`src/rtl/mem_access_ctrl_pkg.sv`:
```
// Shared encodings for the memory-access sequencer: access sizes, error codes
// and the sequencer state encoding also used by the control-unit microcode tables.
package mem_access_ctrl_pkg;

    localparam logic [1:0] MAS_BYTE = 2'b00;
    localparam logic [1:0] MAS_HALF = 2'b01;
    localparam logic [1:0] MAS_WORD = 2'b10;
    localparam logic [1:0] MAS_ILL  = 2'b11;

    localparam logic [1:0] ERR_NONE    = 2'b00;
    localparam logic [1:0] ERR_ALIGN   = 2'b01;
    localparam logic [1:0] ERR_SIZE    = 2'b10;
    localparam logic [1:0] ERR_TIMEOUT = 2'b11;

    typedef enum logic [1:0] {
        ST_IDLE   = 2'b00,
        ST_ACCESS = 2'b01,
        ST_DONE   = 2'b10,
        ST_ERROR  = 2'b11
    } state_t;

    // Halfwords need an even byte address, words a word-aligned one.
    function automatic logic misaligned(input logic [1:0] size, input logic [1:0] lane);
        return ((size == MAS_HALF) && lane[0]) ||
               ((size == MAS_WORD) && (lane != 2'b00));
    endfunction

endpackage

```
`src/rtl/mem_access_ctrl_lane.sv`:
```
// Stateless byte-lane steering: store-data replication and write enables on the
// way out, lane extraction with zero extension on the way back.
module mem_lane_steer
    import mem_access_ctrl_pkg::*;
(
    input  logic [1:0]  mas,
    input  logic        rw,
    input  logic [1:0]  lane,
    input  logic [31:0] wdata,
    input  logic [31:0] ram_rdata,
    output logic [3:0]  we,
    output logic [31:0] wdata_rep,
    output logic [31:0] rdata_ext
);

    always_comb begin
        we        = 4'b0000;
        wdata_rep = wdata;
        rdata_ext = ram_rdata;
        case (mas)
            MAS_BYTE: begin
                wdata_rep = {4{wdata[7:0]}};
                we        = 4'b0001 << lane;
                rdata_ext = {24'd0, ram_rdata[{lane, 3'b000} +: 8]};
            end
            MAS_HALF: begin
                wdata_rep = {2{wdata[15:0]}};
                we        = 4'b0011 << lane;
                rdata_ext = {16'd0, ram_rdata[{lane[1], 4'b0000} +: 16]};
            end
            MAS_WORD: begin
                we = 4'b1111;
            end
            default: begin
                we = 4'b0000;
            end
        endcase
        // Loads never strobe a write lane.
        if (rw) begin
            we = 4'b0000;
        end
    end

endmodule

```
`src/rtl/mem_access_ctrl.sv`:
```
// Memory-interface sequencer: one RAM transaction per MFA request, variable
// wait states, lane steering, MFC handshake and abort codes for the microprogram.
module mem_access_ctrl
    import mem_access_ctrl_pkg::*;
#(
    parameter int TIMEOUT = 16,
    parameter int CNT_W   = 5
) (
    input  logic        clk,
    input  logic        clr,
    input  logic        mfa,
    input  logic        rw,
    input  logic [1:0]  mas,
    input  logic [31:0] addr,
    input  logic [31:0] wdata,
    output logic [31:0] rdata,
    output logic        mfc,
    output logic        err,
    output logic [1:0]  err_code,
    output logic        busy,
    output logic        ram_en,
    output logic [3:0]  ram_we,
    output logic [29:0] ram_addr,
    output logic [31:0] ram_wdata,
    input  logic [31:0] ram_rdata,
    input  logic        ram_ready
);

    state_t            state_q, state_d;
    logic              rw_q, rw_d;
    logic [1:0]        mas_q, mas_d;
    logic [1:0]        lane_q, lane_d;
    logic              drop_q, drop_d;
    logic [CNT_W-1:0]  cnt_q, cnt_d;

    logic [31:0]       rdata_d;
    logic              mfc_d, err_d, busy_d;
    logic [1:0]        err_code_d;
    logic              ram_en_d;
    logic [3:0]        ram_we_d;
    logic [29:0]       ram_addr_d;
    logic [31:0]       ram_wdata_d;

    logic              idle;
    logic              abandon;
    logic [1:0]        st_mas, st_lane;
    logic              st_rw;
    logic [3:0]        st_we;
    logic [31:0]       st_wdata, st_rdata;

    assign idle = (state_q == ST_IDLE);

    // In IDLE the steering works on the live request; afterwards on the latched one.
    assign st_mas  = idle ? mas : mas_q;
    assign st_lane = idle ? addr[1:0] : lane_q;
    assign st_rw   = idle ? rw : rw_q;

    mem_lane_steer u_steer (
        .mas       (st_mas),
        .rw        (st_rw),
        .lane      (st_lane),
        .wdata     (wdata),
        .ram_rdata (ram_rdata),
        .we        (st_we),
        .wdata_rep (st_wdata),
        .rdata_ext (st_rdata)
    );

    assign abandon = drop_q || !mfa;

    always_comb begin
        state_d     = state_q;
        rw_d        = rw_q;
        mas_d       = mas_q;
        lane_d      = lane_q;
        drop_d      = drop_q;
        cnt_d       = cnt_q;
        rdata_d     = rdata;
        mfc_d       = mfc;
        err_d       = err;
        err_code_d  = err_code;
        ram_en_d    = ram_en;
        ram_we_d    = ram_we;
        ram_addr_d  = ram_addr;
        ram_wdata_d = ram_wdata;

        case (state_q)
            ST_IDLE: begin
                mfc_d  = 1'b0;
                err_d  = 1'b0;
                drop_d = 1'b0;
                if (mfa) begin
                    rw_d   = rw;
                    mas_d  = mas;
                    lane_d = addr[1:0];
                    if (mas == MAS_ILL) begin
                        state_d    = ST_ERROR;
                        err_code_d = ERR_SIZE;
                        mfc_d      = 1'b1;
                        err_d      = 1'b1;
                    end else if (misaligned(mas, addr[1:0])) begin
                        state_d    = ST_ERROR;
                        err_code_d = ERR_ALIGN;
                        mfc_d      = 1'b1;
                        err_d      = 1'b1;
                    end else begin
                        state_d     = ST_ACCESS;
                        err_code_d  = ERR_NONE;
                        ram_en_d    = 1'b1;
                        ram_we_d    = st_we;
                        ram_addr_d  = addr[31:2];
                        ram_wdata_d = st_wdata;
                        cnt_d       = '0;
                    end
                end
            end

            ST_ACCESS: begin
                // The RAM cannot be cancelled, so a dropped request is only remembered.
                if (!mfa) begin
                    drop_d = 1'b1;
                end
                if (ram_ready) begin
                    ram_en_d = 1'b0;
                    ram_we_d = 4'b0000;
                    if (rw_q) begin
                        rdata_d = st_rdata;
                    end
                    if (abandon) begin
                        state_d = ST_IDLE;
                    end else begin
                        state_d = ST_DONE;
                        mfc_d   = 1'b1;
                    end
                end else if (cnt_q == CNT_W'(TIMEOUT - 1)) begin
                    ram_en_d   = 1'b0;
                    ram_we_d   = 4'b0000;
                    err_code_d = ERR_TIMEOUT;
                    if (abandon) begin
                        state_d = ST_IDLE;
                    end else begin
                        state_d = ST_ERROR;
                        mfc_d   = 1'b1;
                        err_d   = 1'b1;
                    end
                end else begin
                    cnt_d = cnt_q + 1'b1;
                end
            end

            ST_DONE, ST_ERROR: begin
                if (!mfa) begin
                    state_d = ST_IDLE;
                    mfc_d   = 1'b0;
                    err_d   = 1'b0;
                end
            end

            default: begin
                state_d = ST_IDLE;
            end
        endcase

        busy_d = (state_d != ST_IDLE);
    end

    always_ff @(posedge clk) begin
        if (clr) begin
            state_q   <= ST_IDLE;
            rw_q      <= 1'b0;
            mas_q     <= MAS_BYTE;
            lane_q    <= 2'b00;
            drop_q    <= 1'b0;
            cnt_q     <= '0;
            rdata     <= '0;
            mfc       <= 1'b0;
            err       <= 1'b0;
            err_code  <= ERR_NONE;
            busy      <= 1'b0;
            ram_en    <= 1'b0;
            ram_we    <= 4'b0000;
            ram_addr  <= '0;
            ram_wdata <= '0;
        end else begin
            state_q   <= state_d;
            rw_q      <= rw_d;
            mas_q     <= mas_d;
            lane_q    <= lane_d;
            drop_q    <= drop_d;
            cnt_q     <= cnt_d;
            rdata     <= rdata_d;
            mfc       <= mfc_d;
            err       <= err_d;
            err_code  <= err_code_d;
            busy      <= busy_d;
            ram_en    <= ram_en_d;
            ram_we    <= ram_we_d;
            ram_addr  <= ram_addr_d;
            ram_wdata <= ram_wdata_d;
        end
    end

endmodule
```
`config.mk`:
```
export PLATFORM = sky130hd
export DESIGN_NAME = mem_access_ctrl
export DESIGN_NICKNAME = d
export VERILOG_FILES = /design/src/rtl/mem_access_ctrl_pkg.sv /design/src/rtl/mem_access_ctrl_lane.sv /design/src/rtl/mem_access_ctrl.sv
export SDC_FILE = /design/constraint.sdc
export NUM_CORES = 1
export LEC_CHECK = 0
export CORE_AREA = 3 3 113 115
export DETAILED_ROUTE_END_ITERATION = 10
export DIE_AREA = 0 0 116 118
export PLACE_DENSITY = 0.87
export SYNTH_ARGS = -nofsm -noshare
export SYNTH_HDL_FRONTEND = slang
export SYNTH_SLANG_ARGS = --single-unit
export TNS_END_PERCENT = 10
```
`constraint.sdc`:
```
create_clock -name clk -period 2.45 [get_ports clk]
set_input_delay 0.735 -clock clk [delete_from_list [all_inputs] [get_ports clk]]
set_output_delay 0.735 -clock clk [all_outputs]
set_load 0.005 [all_outputs]
```
==> impl_metrics.py, run 1 <==
metrics = {
    "critical_path": {
        "crit_buf_inv": 2,
        "critPathLaunchType": "primary input",
        "crit_type": "primary input to flip-flop",
        "crit_fanout": 17,
        "crit_family": "buffers and inverters",
        "timing.rr.start": "state_q[0]$_SDFF_PP0_",
        "crit_path_top_delay_cell": "or4_4",
        "r2r_slack_ns": 0.48,
        "crit_chain": "clkdlybuf4s50_1, or4_4, o31ai_4, buf_4, a222oi_1, a211oi_1",
        "ff2ff_path_depth": 6,
        "required_ns": 2.75,
        "worstPathArrival_ns": 2.65,
        "r2r-end": "rdata[7]$_SDFFE_PP0P_",
        "cpPeakStageDelay_ns": 0.59,
        "endpoint_kind": "flip-flop",
    },
    "drt": {
        "wl_mm": 16.0,
        "drtIter0Drc": 325,
        "dr.pass1.iters": 5,
        "via_count": 5299,
        "ant_nets": 0,
        "viasPerCell": 5.41,
        "drc": 0,
        "wire_per_inst_um": 16.4,
    },
    "power": {
        "power_mw": 5.53,
        "power_density_mw_per_mm2": 684,
        "irDropWorstVdd_v": 0.000421,
        "power.internal_mw": 4.08,
        "combPwrFrac": 0.183,
        "p_sw_mw": 1.45,
        "power_frac_clock": 0.446,
        "pwr-share-seq": 0.371,
        "power_leakage_nw": 2.93,
        "switching_share": 0.263,
    },
    "worst_hold_path": {
        "worstHoldPathCells": 2,
        "min_path_type": "flip-flop to flip-flop",
        "min_from": "ram_addr[28]$_SDFFE_PP0P_",
        "min_to": "ram_addr[28]$_SDFFE_PP0P_",
    },
    "floorplanning": {
        "chipWidth_um": 116,
        "dieArea_mm2": 0.0137,
        "num_rows": 40,
        "coreArea_mm2": 0.0119,
        "io_pins": 207,
        "start_util": 0.425,
        "die_h_um": 118,
    },
    "layout": {
        "syn2layout_area_growth_pct": 59.7,
        "instances_no_fill": 979,
        "drive_gt1_frac": 0.119,
        "multiInputGateArea_mm2": 0.00249,
        "postLayoutCoreUtil": 0.679,
        "fillers": 928,
        "seq_area_mm2": 0.00234,
        "antenna_cells": 0,
        "nets": 924,
    },
    "global_route": {
        "grt_pass1_wl_mm": 26.2,
        "grt_use_total": 0.237,
        "antenna_found_initial": 0,
        "grt_max_degree": 68,
        "gr-total-overflow": 0,
        "grt_pass1_vias": 5260,
    },
    "logic_synthesis": {
        "synth_nets": 705,
        "ys_ff_latch": 117,
        "ys_seq_area_frac": 0.462,
        "syn_area_mm2": 0.00507,
        "ys.flop_type": "dfxtp_1",
        "yosys_warnings": 0,
        "synth_edf_count": 0,
        "async_reset_ff_frac": 0,
        "synth_cell_types": 51,
        "synth_cells": 600,
        "syn_avg_cell_area_um2": 8.44,
    },
    "clock_network": {
        "cts-root-buf": "clkbuf_16",
        "clock-sinks": 117,
        "cts.clk_slew.worst_paths_ns": 0.06,
        "cts_resized": 0,
        "numCtsBuffers": 17,
        "cts_hold_buf": 0,
        "cts_tree": "built",
        "htreeDepth": 4,
        "cts_buffer_depth": 2,
        "cts_setup_buffers": 0,
        "clk-insertion-delay-late_ns": 0.41,
    },
    "timing": {
        "tightest_slew_ns": 0.350,
        "fmax_mhz": 426,
        "finalWorstPathRequiredPeriod_ns": 2.35,
        "fin_worst_hold_slack_ns": 0.452,
        "slew_headroom": 0.762,
        "fin_skew_ns": 0.00761,
        "slew_violations": 0,
        "rsz0062_at_grt": "no",
        "period_share": 0.959,
        "hold_viol_final": 0,
        "setup_viol": 0,
    },
    "placed_design": {
        "place_inst": 947,
        "gp_congestion": 0.855,
        "port_buffers": 206,
        "hpwl_mm": 11.3,
    },
    "job": {
        "maxCapViolations": 0,
    },
    "run_status": {
        "status": "complete, no violations",
    },
}
[registers in the layout, summed over array words and instances, names as in the netlist]
name,cells
ram_wdata,32
rdata,32
ram_addr,30
cnt_q,5
ram_we,4
err_code,2
lane_q,2
mas_q,2
state_q,2
busy,1
drop_q,1
err,1
mfc,1
ram_en,1
rw_q,1
[per-stage QoR]
step | worst slack [ns] | instance area, µm² | setup TNS (ns)
finish | 0.101 | 8090 | 0
global route | 0.0436 | 8090 | 0
CTS | 0.123 | 8090 | 0
detailed placement | -0.269 | 7500 | -14.33
global placement | -0.208 | 7500 | -12.34
floorplan | 0.289 | 5070 | 0
[per-layer routing]
metal | global-route usage | up-vias | share of wire
met3 | 0.0751 | 25 | 0.085
met5 | 0 | - | 0
li1 | - | 2559 | -
met1 | 0.294 | 2495 | 0.40
met4 | 0.0841 | 0 | 0.019
met2 | 0.384 | 220 | 0.49
[cells by family (layout without fill, tap and decap cells)]
logic type / count (synthesis) / in the layout / synth area share
XOR/XNOR: 3 / 3 / 0.00519
adder cells (fa/ha/maj): 2 / 2 / 0.00494
AND/OR/NAND/NOR: 240 / 240 / 0.207
multiplexers: 31 / 31 / 0.0650
AO/OA/AOI/OAI: 154 / 154 / 0.206
flip-flops: 117 / 117 / 0.462
buffers and inverters: 53 / 285 / 0.0491
[layout by cell type, fill, tap and decap left out, drive strengths merged, types with 3 or more instances in the layout]
cell type,Yosys,final
o21a,3,3
clkinv,0,5
o21ai,8,8
a211oi,25,25
mux2i,22,22
a222oi,8,8
nor2,60,60
buf,25,45
mux2,9,9
clkbuf,25,18
clkinvlp,0,3
dfxtp,117,117
nor3,15,15
clkdlybuf4s50,0,205
nand3,20,20
a21oi,72,72
xnor2,3,3
inv,3,7
a221oi,16,16
nand2b,9,9
or2,9,9
nand2,116,116
a311oi,8,8
[Yosys cell counts (2+ instances only)]
| master | instances | area [µm²] |
|---|---|---|
| nand3_1 | 20 | 100 |
| o21ai_0 | 7 | 35.0 |
| ha_1 | 2 | 25.0 |
| mux2i_2 | 2 | 27.5 |
| a31oi_1 | 2 | 12.5 |
| a22o_1 | 2 | 17.5 |
| a221oi_1 | 16 | 140 |
| nand2_1 | 116 | 435 |
| or2_0 | 7 | 43.8 |
| buf_4 | 3 | 22.5 |
| mux2i_1 | 20 | 200 |
| a222oi_1 | 8 | 80.1 |
| a21o_1 | 2 | 15.0 |
| mux2_2 | 9 | 101 |
| dfxtp_1 | 117 | 2340 |
| nor3_1 | 15 | 75.1 |
| nor2_1 | 58 | 218 |
| o31a_1 | 2 | 17.5 |
| o21a_1 | 3 | 22.5 |
| a211oi_1 | 24 | 180 |
| buf_2 | 19 | 95.1 |
| and3_1 | 2 | 12.5 |
| clkbuf_1 | 25 | 93.8 |
| buf_6 | 2 | 22.5 |
| or2_1 | 2 | 12.5 |
| inv_1 | 3 | 11.3 |
| a21oi_1 | 71 | 355 |
| a311oi_1 | 8 | 70.1 |
| xnor2_1 | 3 | 26.3 |
| nand2b_1 | 9 | 56.3 |
[power by group through the flow]
stage | Clock, mW | Sequential [mW] | Combinational, mW
after global routing | 2.59 | 2.06 | 1.10
final | 2.47 | 2.05 | 1.01
after floorplan | 0 | 2.09 | 0.456
after detailed placement | 0 | 2.09 | 1.01
after global placement | 0 | 2.09 | 0.990
after CTS | 2.50 | 2.05 | 1.01
[worst reg2reg max path: cells and delay by family (launching register included)]
kind,cells,cell delay (ns)
AND/OR/NAND/NOR,1,0.17
AO/OA/AOI/OAI,2,0.51
buffers and inverters,2,0.41
multiplexers,1,0.41
flip-flops,1,0.33
[cell type report]
class / count / share of cell area
tap: 147 / 0.0227
timing repair buffer: 250 / 0.306
inverter: 3 / 0.00139
sequential: 117 / 0.290
clock inverter: 14 / 0.0186
multi-input combinational: 430 / 0.307
clock buffer: 18 / 0.0543
[worst max-delay path by stage]
stage	start	endpoint	slack (ns)	cells past startpoint
6_report	mas[0]	ram_wdata[24]$_SDFFE_PP0P_	0.10	6
5_1_grt	mas[0]	rdata[7]$_SDFFE_PP0P_	0.04	6
4_1_cts	mas[0]	rdata[7]$_SDFFE_PP0P_	0.12	6
3_5_place_dp	mas[0]	ram_wdata[26]$_SDFFE_PP0P_	-0.27	6
3_3_place_gp	mas[0]	ram_wdata[25]$_SDFFE_PP0P_	-0.21	6
2_1_floorplan	mfa	ram_addr[27]$_SDFFE_PP0P_	0.29	8
Power figures use the tool's default switching activity.
==> run 2: changes to the inputs <==
Settings changed: SKIP_CTS_REPAIR_TIMING set to 1, TNS_END_PERCENT 10 to not set.
==> results of run 2 <==
Final layout, timing and power as in run 1 (identical DEF).
